--- src/rtl/riscv_pkg.sv ---
// Shared constants for the register-file writeback path.
// Defines the port-id encoding used by the writeback arbiter.
package riscv_pkg;

  localparam int DATA_W = 32;
  localparam int ADDR_W = 5;
  localparam int NREGS  = 32;

  localparam logic [ADDR_W-1:0] REG_ZERO = '0;

  typedef enum logic {
    PORT_A = 1'b0,
    PORT_M = 1'b1
  } port_e;

endpackage

--- src/rtl/regfile_wb_arbiter_rr_arb2.sv ---
// Two-way round-robin arbiter with a registered last-grant pointer.
// Reset leaves the pointer on M so that A wins the first contended cycle.
module rr_arb2
  import riscv_pkg::*;
(
  input  logic       Clk,
  input  logic       Reset,
  input  logic [1:0] req_i,
  input  logic       accept_i,
  output logic [1:0] grant_o
);

  port_e last_q, last_d;

  always_comb begin
    grant_o = 2'b00;
    case (req_i)
      2'b01:   grant_o = 2'b01;
      2'b10:   grant_o = 2'b10;
      2'b11:   grant_o = (last_q == PORT_M) ? 2'b01 : 2'b10;
      default: grant_o = 2'b00;
    endcase
  end

  // The pointer only moves when a granted request is actually taken.
  always_comb begin
    last_d = last_q;
    if (accept_i && grant_o[1]) begin
      last_d = PORT_M;
    end else if (accept_i && grant_o[0]) begin
      last_d = PORT_A;
    end
  end

  always_ff @(posedge Clk) begin
    if (!Reset) begin
      last_q <= PORT_M;
    end else begin
      last_q <= last_d;
    end
  end

endmodule

--- src/rtl/regfile_wb_arbiter.sv ---
// Shares the register-file write port between ALU and load writebacks and
// tracks pending destination registers for decode hazard checks.
module regfile_wb_arbiter
  import riscv_pkg::*;
#(
  parameter int DATA_W = riscv_pkg::DATA_W,
  parameter int ADDR_W = riscv_pkg::ADDR_W,
  parameter int NREGS  = riscv_pkg::NREGS
) (
  input  logic              Clk,
  input  logic              Reset,
  input  logic              AValid,
  output logic              AReady,
  input  logic [ADDR_W-1:0] ARd,
  input  logic [DATA_W-1:0] AData,
  input  logic              MValid,
  output logic              MReady,
  input  logic [ADDR_W-1:0] MRd,
  input  logic [DATA_W-1:0] MData,
  input  logic              IssueValid,
  input  logic [ADDR_W-1:0] IssueRd,
  input  logic [ADDR_W-1:0] QueryRs1,
  input  logic [ADDR_W-1:0] QueryRs2,
  output logic              Rs1Busy,
  output logic              Rs2Busy,
  output logic              RegWrite,
  output logic [ADDR_W-1:0] WriteReg,
  output logic [DATA_W-1:0] WriteData
);

  logic [1:0]        req;
  logic [1:0]        grant;
  logic              accept;
  logic [ADDR_W-1:0] selRd;
  logic [DATA_W-1:0] selData;

  logic              regWrite_q;
  logic [ADDR_W-1:0] writeReg_q;
  logic [DATA_W-1:0] writeData_q;
  logic [NREGS-1:0]  busy_q, busy_d;

  // Requests are masked during reset so neither Ready can rise.
  assign req    = {MValid & Reset, AValid & Reset};
  assign accept = |grant;

  rr_arb2 u_arb (
    .Clk      (Clk),
    .Reset    (Reset),
    .req_i    (req),
    .accept_i (accept),
    .grant_o  (grant)
  );

  assign AReady  = grant[0];
  assign MReady  = grant[1];
  assign selRd   = grant[1] ? MRd   : ARd;
  assign selData = grant[1] ? MData : AData;

  always_ff @(posedge Clk) begin
    if (!Reset) begin
      regWrite_q  <= 1'b0;
      writeReg_q  <= '0;
      writeData_q <= '0;
    end else begin
      regWrite_q <= accept && (selRd != REG_ZERO);
      if (accept) begin
        writeReg_q  <= selRd;
        writeData_q <= selData;
      end
    end
  end

  assign RegWrite  = regWrite_q;
  assign WriteReg  = writeReg_q;
  assign WriteData = writeData_q;

  // Set is applied after clear so a new producer issued in the commit cycle
  // keeps its register marked pending.
  always_comb begin
    busy_d = busy_q;
    if (regWrite_q) begin
      busy_d[writeReg_q] = 1'b0;
    end
    if (IssueValid) begin
      busy_d[IssueRd] = 1'b1;
    end
    busy_d[0] = 1'b0;
  end

  always_ff @(posedge Clk) begin
    if (!Reset) begin
      busy_q <= '0;
    end else begin
      busy_q <= busy_d;
    end
  end

  assign Rs1Busy = busy_q[QueryRs1];
  assign Rs2Busy = busy_q[QueryRs2];

endmodule

--- config.mk ---
export PLATFORM = sky130hd
export DESIGN_NAME = regfile_wb_arbiter
export DESIGN_NICKNAME = d
export VERILOG_FILES = /design/src/rtl/riscv_pkg.sv /design/src/rtl/regfile_wb_arbiter_rr_arb2.sv /design/src/rtl/regfile_wb_arbiter.sv
export SDC_FILE = /design/constraint.sdc
export NUM_CORES = 1
export LEC_CHECK = 0
export ABC_AREA = 1
export BUFFER_PORTS_ARGS = -buffer_cell sky130_fd_sc_hd__buf_2
export CORE_ASPECT_RATIO = 0.75
export CORE_MARGIN = 2
export CORE_UTILIZATION = 51
export CTS_BUF_LIST = sky130_fd_sc_hd__clkbuf_8
export DETAILED_ROUTE_END_ITERATION = 12
export GPL_ROUTABILITY_DRIVEN = 0
export PLACE_DENSITY = 0.82
export SYNTH_ARGS = -nofsm -noshare
export SYNTH_HDL_FRONTEND = slang
export SYNTH_SLANG_ARGS = --single-unit
--- constraint.sdc ---
create_clock -name Clk -period 1.57 [get_ports Clk]
set_clock_uncertainty 0.1 [all_clocks]
set_input_delay 0.314 -clock Clk [delete_from_list [all_inputs] [get_ports Clk]]
set_output_delay 0.314 -clock Clk [all_outputs]
set_load 0.01 [all_outputs]
==> qor.tcl <==
set qor(min_path_type) {input port to register}
set qor(synth_top_area_cell) {sky130_fd_sc_hd__dfxtp_1}
set qor(grt_setup_unrepaired) {true}
set qor(finalHoldWorstSlack_ns) 0.0558
set qor(worstSetupPathType) {register to output port}
set qor(sequential_element_share_of_the_synthesized_area) 0.401
set qor(dpl_wire_length_mm) 8.42
set qor(power-per-cell-area_mw_per_mm2) 956
set qor(final_report_hold_violation_count) 0
set qor(post_place_cell_area_mm2) 0.00436
set qor(wire_per_inst_um) 15.1
set qor(most-common-layout-cells) {sky130_fd_sc_hd__nand2_1, sky130_fd_sc_hd__buf_2, sky130_fd_sc_hd__nand3_1, sky130_fd_sc_hd__o21ai_0, sky130_fd_sc_hd__dfxtp_1}
set qor(setup_tns_ns) -0.427
set qor(yosys.area.top_type_share) 0.401
set qor(ctsLongestPathBuffers) 2
set qor(io_buffer_count) 135
set qor(die_width_um) 99.5
set qor(synthesis.instances) 534
set qor(leakage_nw) 2.34
set qor(initial_utilization) 0.518
set qor(stdcell_area_mm2) 0.00479
set qor(grt_antenna_before_repair) 0
set qor(yosys.area_share.simple) 0.357
set qor(post_synthesis_adder_cell_area_fraction) 0
set qor(postSynthAreaPerCell_um2) 6.54
set qor(clock_insertion_delay_worst_skew_ns) 0.35
set qor(insertedDiodeCount) 0
set qor(cp_data_arrival_time_ns) 1.40
set qor(mux_contribution_to_synthesized_area) 0
set qor(drt_drc_violations_left) 0
set qor(synthXorXnorAreaFrac) 0
set qor(clk_root_buffer_cell) {sky130_fd_sc_hd__clkbuf_8}
set qor(synthesis.area_mm2) 0.00349
set qor(non_filler_cells_final) 782
set qor(die_area_mm2) 0.00753
set qor(detailroute.via_count) 4368
set qor(end_kind) {output port}
set qor(worst_slack_ns) -0.242
set qor(cts.sinks) 70
set qor(htree_num_levels) 3
set qor(rr_worst_depth) 10
set qor(finalWorstPathRequiredPeriod_ns) 1.81
set qor(register_to_register_setup_slack_ns) 0.12
set qor(grt_overflow_total) 0
set qor(timing.hold.worst_path_depth) 3
set qor(run_status) {finished with violations}
set qor(drive_above_1_share) 0.338
set qor(holdPathEnd) {WriteData[11]}
set qor(net_count_reported_at_finish) 787
set qor(worst_setup_hold_path_clk_slew_ns) 0.08
set qor(wirelength_mm) 11.8
set qor(place.detailed.instances) 757
set qor(syn-num-nets) 628
set qor(layout_area_growth_over_synthesis_pct) 37.3
set qor(sequential_cell_area_mm2) 0.00144
set qor(worstPathMaxFanout) 3
set qor(fmax_mhz) 552
set qor(most_frequent_standard_cell_in_the_layout_excluding_fill_and_tap_cells) {sky130_fd_sc_hd__nand2_1}
set qor(seq_cells_post_synth) 70
set qor(largest_net_degree_at_the_start_of_global_routing) 34
set qor(antenna_violating_nets_post_route) 0
set qor(synth_area_in_compound_gates) 0.171
set qor(grt_usage) 0.300
set qor(fp-row-count) 26
set qor(slew_viol_final) 0
set qor(fp.dieH_um) 75.7
set qor(setup_viol_count_final) 2
set qor(worst_pin_slew_ns) 0.542
set qor(detail_route.iter0.violations) 550
set qor(pre_cts_ws_ns) -0.149
set qor(yosys_warnings) 0
set qor(placeableCoreArea_mm2) 0.00673
set qor(critical_path.reg2reg.startpoint) {u_arb.last_q}
set qor(design_power_total_mw) 4.58
set qor(multi_input_gate_area_mm2) 0.00190
set qor(synth_top_family_by_area) {simple AND/OR/NAND/NOR gates}
set qor(peak_supply_drop_v) 0.000612
set qor(detail_route.vias_per_cell) 5.59
set qor(tritoncts) {done}
set qor(post_cts_hold_buffers) 0
set qor(count_of_distinct_cell_types_in_the_synthesized_netlist) 23
set qor(yosys-top-cells-area) {sky130_fd_sc_hd__dfxtp_1, sky130_fd_sc_hd__nand2_1, sky130_fd_sc_hd__nand3_1, sky130_fd_sc_hd__o21ai_0, sky130_fd_sc_hd__a21oi_1}
set qor(critical_path_required_time_ns) 1.16
set qor(utilization) 0.712
set qor(regToRegEndpoint) {RegWrite}
set qor(cp-start-kind) {register}
set qor(fin_crit_sh) 1.15
set qor(violations_in_the_final_reports) {setup timing}
set qor(slew-limit-headroom) 0.636
set qor(filler_cell_count) 539
set qor(worstHoldStart) {AData[11]}
set qor(grt_first_pass_wirelength_mm) 17.7
set qor(detailedRoute.firstPassIterationCount) 6
set qor(boundaryPins) 136
set qor(number_of_global_route_vias_before_repair) 3769
set qor(tritoncts.num_buffers) 9
set qor(max-cap-violations) 0
cell usage after synthesis, drive strengths merged:
master and number:
a21oi 31, a22oi 10, a31oi 7, buf 21
clkinv 1, dfxtp 70, inv 35, nand2 207
nand3 73, nor2 9, nor3 10, o211ai 2
o21ai 53, o21bai 4, or2 1
worst max path at each step:
stage	depth (start not counted)	to	slack, ns	startpoint
floorplan	11	Rs2Busy	0.04	QueryRs2[0]
global placement	11	Rs1Busy	-0.09	QueryRs1[0]
detailed placement	11	Rs1Busy	-0.15	QueryRs1[0]
CTS	9	Rs1Busy	-0.19	busy_q[8]
global route	9	Rs1Busy	-0.34	busy_q[26]
finish	9	Rs1Busy	-0.24	busy_q[13]
critical path: stages (launching register included):
cell and delay (ns):
sky130_fd_sc_hd__dfxtp_1 0.36, sky130_fd_sc_hd__nand2_1 0.08, sky130_fd_sc_hd__nand3_1 0.08, sky130_fd_sc_hd__nand3_1 0.07, sky130_fd_sc_hd__nand2_1 0.10, sky130_fd_sc_hd__nand2_1 0.06
sky130_fd_sc_hd__nand2_1 0.06, sky130_fd_sc_hd__nand2_1 0.05, sky130_fd_sc_hd__nand2_1 0.07, sky130_fd_sc_hd__buf_2 0.13
per-layer routing:
metal / part of all wire / up-vias / GRT usage
met5: 0 / - / 0
met4: 0.021 / 0 / 0.0883
met3: 0.11 / 36 / 0.0972
met2: 0.46 / 264 / 0.483
met1: 0.41 / 1986 / 0.392
li1: - / 2082 / -
power breakdown:
group          total, mW  internal (mW)  switching [mW]
combinational      0.820          0.334           0.486
clock               1.82           1.10           0.725
sequential          1.94           1.87          0.0672
logic make-up after synthesis:
family,count (synthesis)
buffers and inverters,57
AND/OR/NAND/NOR,300
AO/OA/AOI/OAI,107
flip-flops,70
area by class of cell:
type                            count  share of cell area
Multi-Input combinational cell    407               0.396
Sequential cell                    70               0.300
Timing Repair Buffer              169               0.199
Inverter                           36              0.0318
Clock buffer                       10              0.0287
Clock inverter                      6              0.0227
Tap cell                           84              0.0219
repair_timing:
action	in CTS	in global routing
resized for setup	29	24
pin swaps	1	10
setup buffers	1	8
endpoints found under the setup margin	4	4
endpoints found under the hold margin	0	0
sequential cells by signal, indices dropped and copies added (netlist names):
signal,count
u_arb.last_q,1
WriteData,32
busy_q,31
RegWrite,1
WriteReg,5
Note: power is estimated with default switching activity, not from simulation.
